<file path="config.mk">
export PLATFORM = sky130hd
export DESIGN_NAME = add_err_monitor
export DESIGN_NICKNAME = d
export VERILOG_FILES = /design/src/rtl/add_err_pkg.sv /design/src/rtl/add_err_calc.sv /design/src/rtl/add_err_monitor.sv
export SDC_FILE = /design/constraint.sdc
export NUM_CORES = 1
export LEC_CHECK = 0
export ABC_CLOCK_PERIOD_IN_PS = 4310
export CELL_PAD_IN_SITES_DETAIL_PLACEMENT = 0
export CELL_PAD_IN_SITES_GLOBAL_PLACEMENT = 1
export CORE_ASPECT_RATIO = 0.8
export CORE_UTILIZATION = 36
export DETAILED_ROUTE_END_ITERATION = 16
export PLACE_DENSITY_LB_ADDON = 0.1
export SLEW_MARGIN = 0
export SYNTH_ARGS = -nofsm -noshare
export SYNTH_HDL_FRONTEND = slang
export SYNTH_SLANG_ARGS = --single-unit
</file>
<file path="constraint.sdc">
create_clock -name clk -period 4.31 [get_ports clk]
set_clock_uncertainty 0.15 [all_clocks]
set_input_delay 0.431 -clock clk [delete_from_list [all_inputs] [get_ports clk]]
set_output_delay 0.431 -clock clk [all_outputs]
set_load 0.02 [all_outputs]
</file>
<file path="src/rtl/add_err_pkg.sv">
// add_err_pkg: shared widths, FSM state encoding and the S1 pipeline record
// for the approximate-adder error monitor.
//   W      operand width (approximate sum is W+1 bits)
//   CNT_W  sample / error counter width
//   SAE_W  sum-of-absolute-error width, wide enough that a full run of
//          worst-case errors cannot overflow it
package add_err_pkg;

  localparam int W     = 12;
  localparam int CNT_W = 24;
  localparam int SAE_W = W + 1 + CNT_W;

  typedef enum logic [1:0] {
    IDLE  = 2'd0,
    RUN   = 2'd1,
    DRAIN = 2'd2,
    DONE  = 2'd3
  } state_t;

  // One accepted sample after the first pipeline stage.
  typedef struct packed {
    logic         valid;
    logic [W-1:0] a;
    logic [W-1:0] b;
    logic [W:0]   e;
  } s1_t;

endpackage

</file>
<file path="src/rtl/add_err_calc.sv">
// add_err_calc: combinational exact sum and absolute error of an approximate
// adder result.
//   a, b     operands (WIDTH bits)
//   o        approximate sum under test (WIDTH+1 bits)
//   abs_err  |(a+b) - o|, computed by compare-then-subtract so it never wraps
module add_err_calc #(
  parameter int WIDTH = 12
) (
  input  logic [WIDTH-1:0] a,
  input  logic [WIDTH-1:0] b,
  input  logic [WIDTH:0]   o,
  output logic [WIDTH:0]   abs_err
);

  logic [WIDTH:0] exact;

  always_comb begin
    exact = {1'b0, a} + {1'b0, b};
    if (exact >= o) begin
      abs_err = exact - o;
    end else begin
      abs_err = o - exact;
    end
  end

endmodule

</file>
<file path="src/rtl/add_err_monitor.sv">
// add_err_monitor: accumulates error statistics of an approximate adder over
// a programmed run of n_samples operand/result triples.
//   clk, rst_n        clock, synchronous active-low reset
//   start, n_samples  begin a run (accepted only in IDLE/DONE), run length
//   in_valid/in_ready input handshake; in_a, in_b, in_o the triple
//   busy, done        run in progress / statistics final
//   sample_cnt, err_cnt, sae, wce, wce_a, wce_b  accumulated statistics
//   state_dbg         current FSM state
//
// Handshake: a triple is transferred on a rising edge where in_valid and
// in_ready are both high. in_ready does not depend on in_valid; in_valid while
// in_ready is low has no effect.
module add_err_monitor
  import add_err_pkg::*;
(
  input  logic             clk,
  input  logic             rst_n,
  input  logic             start,
  input  logic [CNT_W-1:0] n_samples,
  input  logic             in_valid,
  output logic             in_ready,
  input  logic [W-1:0]     in_a,
  input  logic [W-1:0]     in_b,
  input  logic [W:0]       in_o,
  output logic             busy,
  output logic             done,
  output logic [CNT_W-1:0] sample_cnt,
  output logic [CNT_W-1:0] err_cnt,
  output logic [SAE_W-1:0] sae,
  output logic [W:0]       wce,
  output logic [W-1:0]     wce_a,
  output logic [W-1:0]     wce_b,
  output state_t           state_dbg
);

  state_t           state;
  state_t           next_state;
  logic [CNT_W-1:0] n_lat;
  logic [CNT_W-1:0] acc;
  s1_t              s1;
  logic [W:0]       calc_e;
  logic             accept;
  logic             start_run;

  add_err_calc #(.WIDTH(W)) u_calc (
    .a       (in_a),
    .b       (in_b),
    .o       (in_o),
    .abs_err (calc_e)
  );

  assign in_ready  = (state == RUN) && (acc < n_lat);
  assign accept    = in_valid && in_ready;
  assign start_run = start && ((state == IDLE) || (state == DONE));
  assign busy      = (state == RUN) || (state == DRAIN);
  assign done      = (state == DONE);
  assign state_dbg = state;

  always_ff @(posedge clk) begin
    if (!rst_n) begin
      state <= IDLE;
    end else begin
      state <= next_state;
    end
  end

  always_comb begin
    next_state = state;
    case (state)
      IDLE, DONE: if (start) next_state = RUN;
      // Leave RUN the cycle after the last accept (immediately if n is 0).
      RUN:        if (acc >= n_lat) next_state = DRAIN;
      // The last sample is in S1 at most; once S1 is empty, S2 has absorbed it.
      DRAIN:      if (!s1.valid) next_state = DONE;
      default:    next_state = IDLE;
    endcase
  end

  always_ff @(posedge clk) begin
    if (!rst_n) begin
      n_lat      <= '0;
      acc        <= '0;
      s1         <= '0;
      sample_cnt <= '0;
      err_cnt    <= '0;
      sae        <= '0;
      wce        <= '0;
      wce_a      <= '0;
      wce_b      <= '0;
    end else if (start_run) begin
      n_lat      <= n_samples;
      acc        <= '0;
      s1         <= '0;
      sample_cnt <= '0;
      err_cnt    <= '0;
      sae        <= '0;
      wce        <= '0;
      wce_a      <= '0;
      wce_b      <= '0;
    end else begin
      // S1: capture the accepted triple's operands and absolute error.
      s1.valid <= accept;
      s1.a     <= in_a;
      s1.b     <= in_b;
      s1.e     <= calc_e;
      if (accept) begin
        acc <= acc + CNT_W'(1);
      end
      // S2: fold one sample into the statistics.
      if (s1.valid) begin
        sample_cnt <= sample_cnt + CNT_W'(1);
        err_cnt    <= err_cnt + CNT_W'(s1.e != '0);
        sae        <= sae + SAE_W'(s1.e);
        // Strict compare: an equal later error keeps the earlier operands.
        if (s1.e > wce) begin
          wce   <= s1.e;
          wce_a <= s1.a;
          wce_b <= s1.b;
        end
      end
    end
  end

endmodule

</file>
==> qor.txt, run 1 <==
Post-synthesis sequential area ratio: 37.35%
CTS Hold Bufs: 0
Slew Viols, Final: 0
Most frequent cells in the layout: dfxtp_1, clkdlybuf4s50_1, nor2_1
Layout area overhead: 32.65%
Chip Height: 160.2 um
CTS buffer count: 24
Max_cap viols: 0
Synth Register Bits: 210
Synthesized Nets: 1,483
Status: finished clean
Die width: 199.7 um
Fin crit share: 94.52%
Final Wtd Congestion: 0.8791
WP buf/inv: 3
Post-route cell area: 14,930 um2
Most common cell after layout, fill and taps aside: dfxtp_1
Root buffer selected by CTS: clkbuf_16
Most used cell, CP: a21oi_2
Ys flop type: dfxtp_1
CP Class: in -> reg
Max Root-Sink Buffers: 3
H-tree depth: 1
Worst rel slew slack: 40.43%
Async SR Flop Fraction: 0%
Mean Syn Cell Area: 8.527 um2
Post-Synthesis Cell Area: 11,260 um2
Post-synth cell types: 56
Initial antenna violation count: 0
Power per cell area: 418.5 nW/um2
Worst-Margin Slew: 893.6 ps
Vias per cell: 4.874
Fin crit period: 4074 ps
Clock Latency Late Sink: 520 ps
Maximum fanout along the worst path: 6
Vias after detailed routing: 9,626
Net Sw Power: 2.019 mW
Final ANT Viol Nets: 0
RSZ-0062 raised after global routing: no
Die area: 31,980 um2
CTS tree: yes
Comb pwr share: 29.8%
Core area: 30,520 um2
# clock sinks: 210
Crit path required time: 4550 ps
Share of layout cells above drive strength 1: 8.579%
IO Pins: 192
Setup TNS: 0 ps
CP arrival: 4320 ps
Vias in the first global route: 9,033
# rows: 57
Worst-path clk slew: 60 ps
Cell family with most CP delay: compound AO/OA/AOI/OAI gates
Routed WL: 30.03 mm
Peak VDD IR: 0.0002485 V
GR Util All Layers: 18.57%
EDFF count, synth: 0
Synth Warn #: 0
GRT overflow: 0
Wire length per cell: 15.21 um
Switch share: 32.31%
CP Cell Sequence: clkdlybuf4s50_1 > ha_1 > a21o_1 > a21oi_2 > o21bai_1 > a21oi_2 > o21ai_2 > a21o_1 > a21oi_2 > xnor2_1 > ha_1 > a211o_1 > a21oi_2 > o31a_1 > o21a_1 > nand2b_4 > buf_12 > buf_2 > mux2i_1 > xor2_1 > nor2_1
Cell count after synthesis: 1,320
Setup crit end kind: flip-flop
Detail Placement HPWL: 22.33 mm
Max Clk Rate: 245.5 MHz
Final nets: 1,707
DRT iter0 DRCs: 522
Initial Utilization: 36.87%
Pre-Repair DR Iteration Count: 5
# diodes: 0
Residual DRC: 0
Worst hold path type: in -> reg
Critical Path Source Type: input pin
Fillcell total: 3,006
Internal power: 4.229 mW
Area post-placement: 13,920 um2
Endpoints failing hold: 0
Largest net degree at the start of global routing: 66
Leak: 5.857 nW
Sequential share of power: 35.6%
CP peak stage delay: 420 ps
Min Hold Slack: 48.71 ps
Clock power frac: 34.7%
IO Port Bufs: 191
Crit-path slowest cell: clkdlybuf4s50_1
First-pass GRT wire length: 48.18 mm
Final setup violating endpoints: 0
cell families after synthesis:
logic type               share of synthesized area [%]
multiplexers                                     5.958
AO/OA/AOI/OAI                                    12.54
buffers and inverters                            4.847
flip-flops                                       37.35
adder cells (fa/ha/maj)                          11.16
AND/OR/NAND/NOR                                  21.30
XOR/XNOR                                         6.847
registers in the layout, indices dropped and copies added, names as in the netlist:
| signal | count |
|---|---|
| acc | 24 |
| err_cnt | 24 |
| n_lat | 24 |
| s1 | 38 |
| sae | 37 |
| sample_cnt | 24 |
| state_dbg | 2 |
| wce | 13 |
| wce_a | 12 |
| wce_b | 12 |
final cells by class:
class / instances / area, um2 / area share (%)
tap: 413 / 516.7 / 3.461
clock buffer: 38 / 764.5 / 5.120
timing repair buffer: 252 / 2402 / 16.09
sequential: 210 / 4205 / 28.17
multi-input combinational: 966 / 6624 / 44.36
inverter: 90 / 337.8 / 2.263
clock inverter: 6 / 80.08 / 0.5363
worst paths after layout:
path	from	end	slack (ps)	depth (start not counted)
setup / recovery	in_a[2]	s1[2]	240	21
hold / removal	in_a[0]	s1[25]	50	2
setup reg to reg	s1[0]	sae[30]	920	11
hold reg to reg	s1[36]	wce_a[11]	310	2
layer usage:
layer / GRT usage [%] / wire length, um / vias up / share of wire [%]
met2: 28.17 / 12700 / 154 / 42
met5: 0 / 0 / - / 0
met4: 3.505 / 524 / 0 / 1.7
met3: 3.147 / 1223 / 31 / 4.1
met1: 27.42 / 15590 / 4424 / 52
li1: - / - / 5017 / -
timing repair:
item	CTS	global route
endpoints found under the setup margin	10	12
endpoints found under the hold margin	0	0
pin swaps	3	16
setup buffers	2	7
gates resized for setup	3	22
cells in the mapped netlist, types with 2 or more instances:
library cell,instances,area (um2)
dfxtp_1,210,4204
nor2_1,148,555.5
nand2_1,120,450.4
ha_1,94,1176
inv_1,90,337.8
a21oi_1,70,350.3
mux2i_1,67,670.6
xor2_1,53,464.2
and3_1,48,300.3
o21ai_0,46,230.2
clkbuf_1,43,161.4
xnor2_1,35,306.5
nand3_1,34,170.2
nand4_1,30,187.7
a21boi_0,27,202.7
nor3_1,24,120.1
or3_1,19,118.9
a21o_1,18,135.1
nand2b_1,12,75.07
and2_1,11,68.82
nor2b_1,11,68.82
or4_1,11,82.58
and4_1,10,87.58
o21a_1,9,67.56
buf_1,7,26.28
o211ai_1,7,52.55
a211oi_1,6,45.04
a31oi_1,6,37.54
o31ai_1,6,45.04
buf_2,4,20.02
fa_1,4,80.08
a211o_1,3,26.28
nor4_1,3,18.77
o21bai_1,3,22.52
or2_2,3,18.77
a2111oi_0,2,17.52
a31o_2,2,17.52
a41oi_1,2,17.52
nand3b_1,2,15.01
o2111ai_1,2,17.52
o221a_2,2,22.52
o31a_1,2,17.52
metrics by stage:
step,cells,util [%],power [mW],setup slack (ps)
2_1_floorplan,1320,-,3.414,6.042
4_1_cts,1968,48.45,6.296,36.92
3_5_place_dp,1922,45.61,4.079,-674.8
5_1_grt,1975,48.91,6.637,8.052
3_3_place_gp,1922,45.61,4.079,-572.5
6_report,1975,48.91,6.248,236.1
power groups by stage:
stage | Clock [mW] | Combinational [mW] | Sequential [mW]
floorplan | 0 | 1.20 | 2.22
CTS | 2.25 | 1.82 | 2.23
global placement | 0 | 1.81 | 2.27
detailed placement | 0 | 1.81 | 2.27
finish | 2.17 | 1.86 | 2.22
global route | 2.31 | 2.08 | 2.24
No activity file was read; power rests on OpenSTA's default activity.
==> run 2: changes to the inputs <==
CAP_MARGIN = 40   (was not set)
RECOVER_POWER = 100   (was not set)
==> run 2 against run 1 <==
Net effect:
- the run now ends with max-capacitance violations, max-slew violations left
- non-clock buffer count rose by 2
- critical path depth did not move
- first-iteration DRC count fell by 24%
- via count rose by 0.25%
- cell count did not move
- count of clock-buffer cells in the layout rose by 1
- sequential power barely moved
- sequential share of layout area rose by 0.16 points
- worst setup slack got worse by 63 ps
- utilization fell by 0.28 points
- clock power fell by 6%
- sequential cell count did not move
- critical path type unchanged
==> qor.txt, run 2 (synthesized netlist as in run 1, its figures left out) <==
Status: finished, violations left
Failing checks: max-capacitance violations, max-slew violations
Dpl ws: -666.3 ps
Total power: 6.099 mW
DRT iter0 DRCs: 398
H-tree depth: 1
Max Root-Sink Buffers: 3
CTS tree: yes
Post-route cell area: 14,850 um2
Residual DRC: 0
Max reg flops: 38
Vias after detailed routing: 9,650
Final nets: 1,709
Most common cell after layout, fill and taps aside: dfxtp_1
Vias per cell: 4.886
Initial Utilization: 36.87%
Final Wtd Congestion: 0.8791
Detail Placement HPWL: 22.08 mm
Share of layout cells above drive strength 1: 7.875%
Top flop regs: s1: 38 flops, sae: 37 flops
Worst rel slew slack: -24.86%
Core area: 30,520 um2
Die area: 31,980 um2
# rows: 57
Routed WL: 29.72 mm
Peak VDD IR: 0.0002351 V
CTS buffer count: 24
Layout area overhead: 31.89%
Slew Viols, Final: 38
GRT overflow: 0
CTS Hold Bufs: 0
CP Class: in -> reg
Largest net degree at the start of global routing: 66
CP arrival: 4350 ps
WP buf/inv: 3
Crit-path slowest cell: clkdlybuf4s50_1
First-pass GRT wire length: 47.67 mm
GR Util All Layers: 18.41%
Wire length per cell: 15.05 um
Final ANT Viol Nets: 0
Top reg by flops: s1
Initial antenna violation count: 0
Final setup violating endpoints: 0
IO Port Bufs: 191
Area post-placement: 13,940 um2
Final worst setup slack: 173.2 ps
Most frequent cells in the layout: dfxtp_1, nor2_1, dlygate4sd3_1
Max_cap viols: 1
Max Clk Rate: 241.7 MHz
Cell family with most CP delay: compound AO/OA/AOI/OAI gates
Clock Latency Late Sink: 530 ps
Power per cell area: 410.8 nW/um2
Worst hold path type: in -> reg
Pre-Repair DR Iteration Count: 5
Chip Height: 160.2 um
# diodes: 0
Critical Path Source Type: input pin
Crit path required time: 4520 ps
# clock sinks: 210
CP Cell Sequence: clkdlybuf4s50_1 > fa_2 > a21o_1 > a21oi_2 > o21bai_1 > a21oi_2 > o21ai_2 > a21o_1 > a21oi_2 > xnor2_1 > ha_1 > a211o_1 > a21oi_2 > o31a_1 > buf_4 > nor2_1 > a31o_2 > o32ai_2 > buf_4 > xnor2_1 > nor2_1
Die width: 199.7 um
Fillcell total: 3,026
Fin crit period: 4137 ps
Vias in the first global route: 9,052
Worst-Margin Slew: 1873 ps
Endpoints failing hold: 0
Leak: 6.257 nW
IO Pins: 192
Setup crit end kind: flip-flop
Fin crit share: 95.98%
Maximum fanout along the worst path: 4
Root buffer selected by CTS: clkbuf_16
CP peak stage delay: 470 ps
Most used cell, CP: a21oi_2
Worst-path clk slew: 60 ps
run 2: timing repair:
item	in CTS	in global routing
pin swaps	3	18
gates cloned	0	1
endpoints found under the setup margin	10	12
gates resized for setup	2	18
buffers inserted	1	8
run 2: path summary, 6_finish.rpt:
path                start        to  slack, ps  cells past startpoint
max reg2reg  state_dbg[0]   acc[11]        650                      6
min reg2reg        s1[31]  wce_a[6]        310                      2
max               in_b[1]     s1[9]        170                     21
min               in_a[0]    s1[25]         50                      2
run 2: final cells by class:
type                            instances  area, um2  share of cell area (%)
Clock buffer                           39      748.2                   5.040
Clock inverter                          3      40.04                  0.2697
Inverter                               90      337.8                   2.276
Multi-Input combinational cell        966       6588                   44.37
Sequential cell                       210       4205                   28.33
Tap cell                              413      516.7                   3.481
Timing Repair Buffer                  254       2410                   16.23
run 2: routing by layer:
| metal | share of wire (%) | vias up | GRT usage, % |
|---|---|---|---|
| met3 | 4.8 | 25 | 3.801 |
| met4 | 1.2 | 0 | 2.776 |
| met1 | 51 | 4441 | 26.49 |
| li1 | - | 5021 | - |
| met5 | 0 | - | 0 |
| met2 | 43 | 163 | 28.55 |
run 2: stage by stage:
step	setup TNS, ps	cells	hold slack, ps	utilization, %
global placement	-6209	1922	293.9	45.61
detailed placement	-7058	1923	307.1	45.66
floorplan	0	1320	290.3	-
global route	-34.15	1975	40.08	48.64
finish	0	1975	51.69	48.64
CTS	0	1966	288.7	48.28
run 2: where the power goes:
| group | leakage, nW | total [mW] | switching [mW] | internal [mW] |
|---|---|---|---|---|
| clock network | 0.389 | 2.05 | 0.817 | 1.24 |
| registers | 1.70 | 2.22 | 0.138 | 2.08 |
| logic | 4.16 | 1.82 | 1.03 | 0.797 |
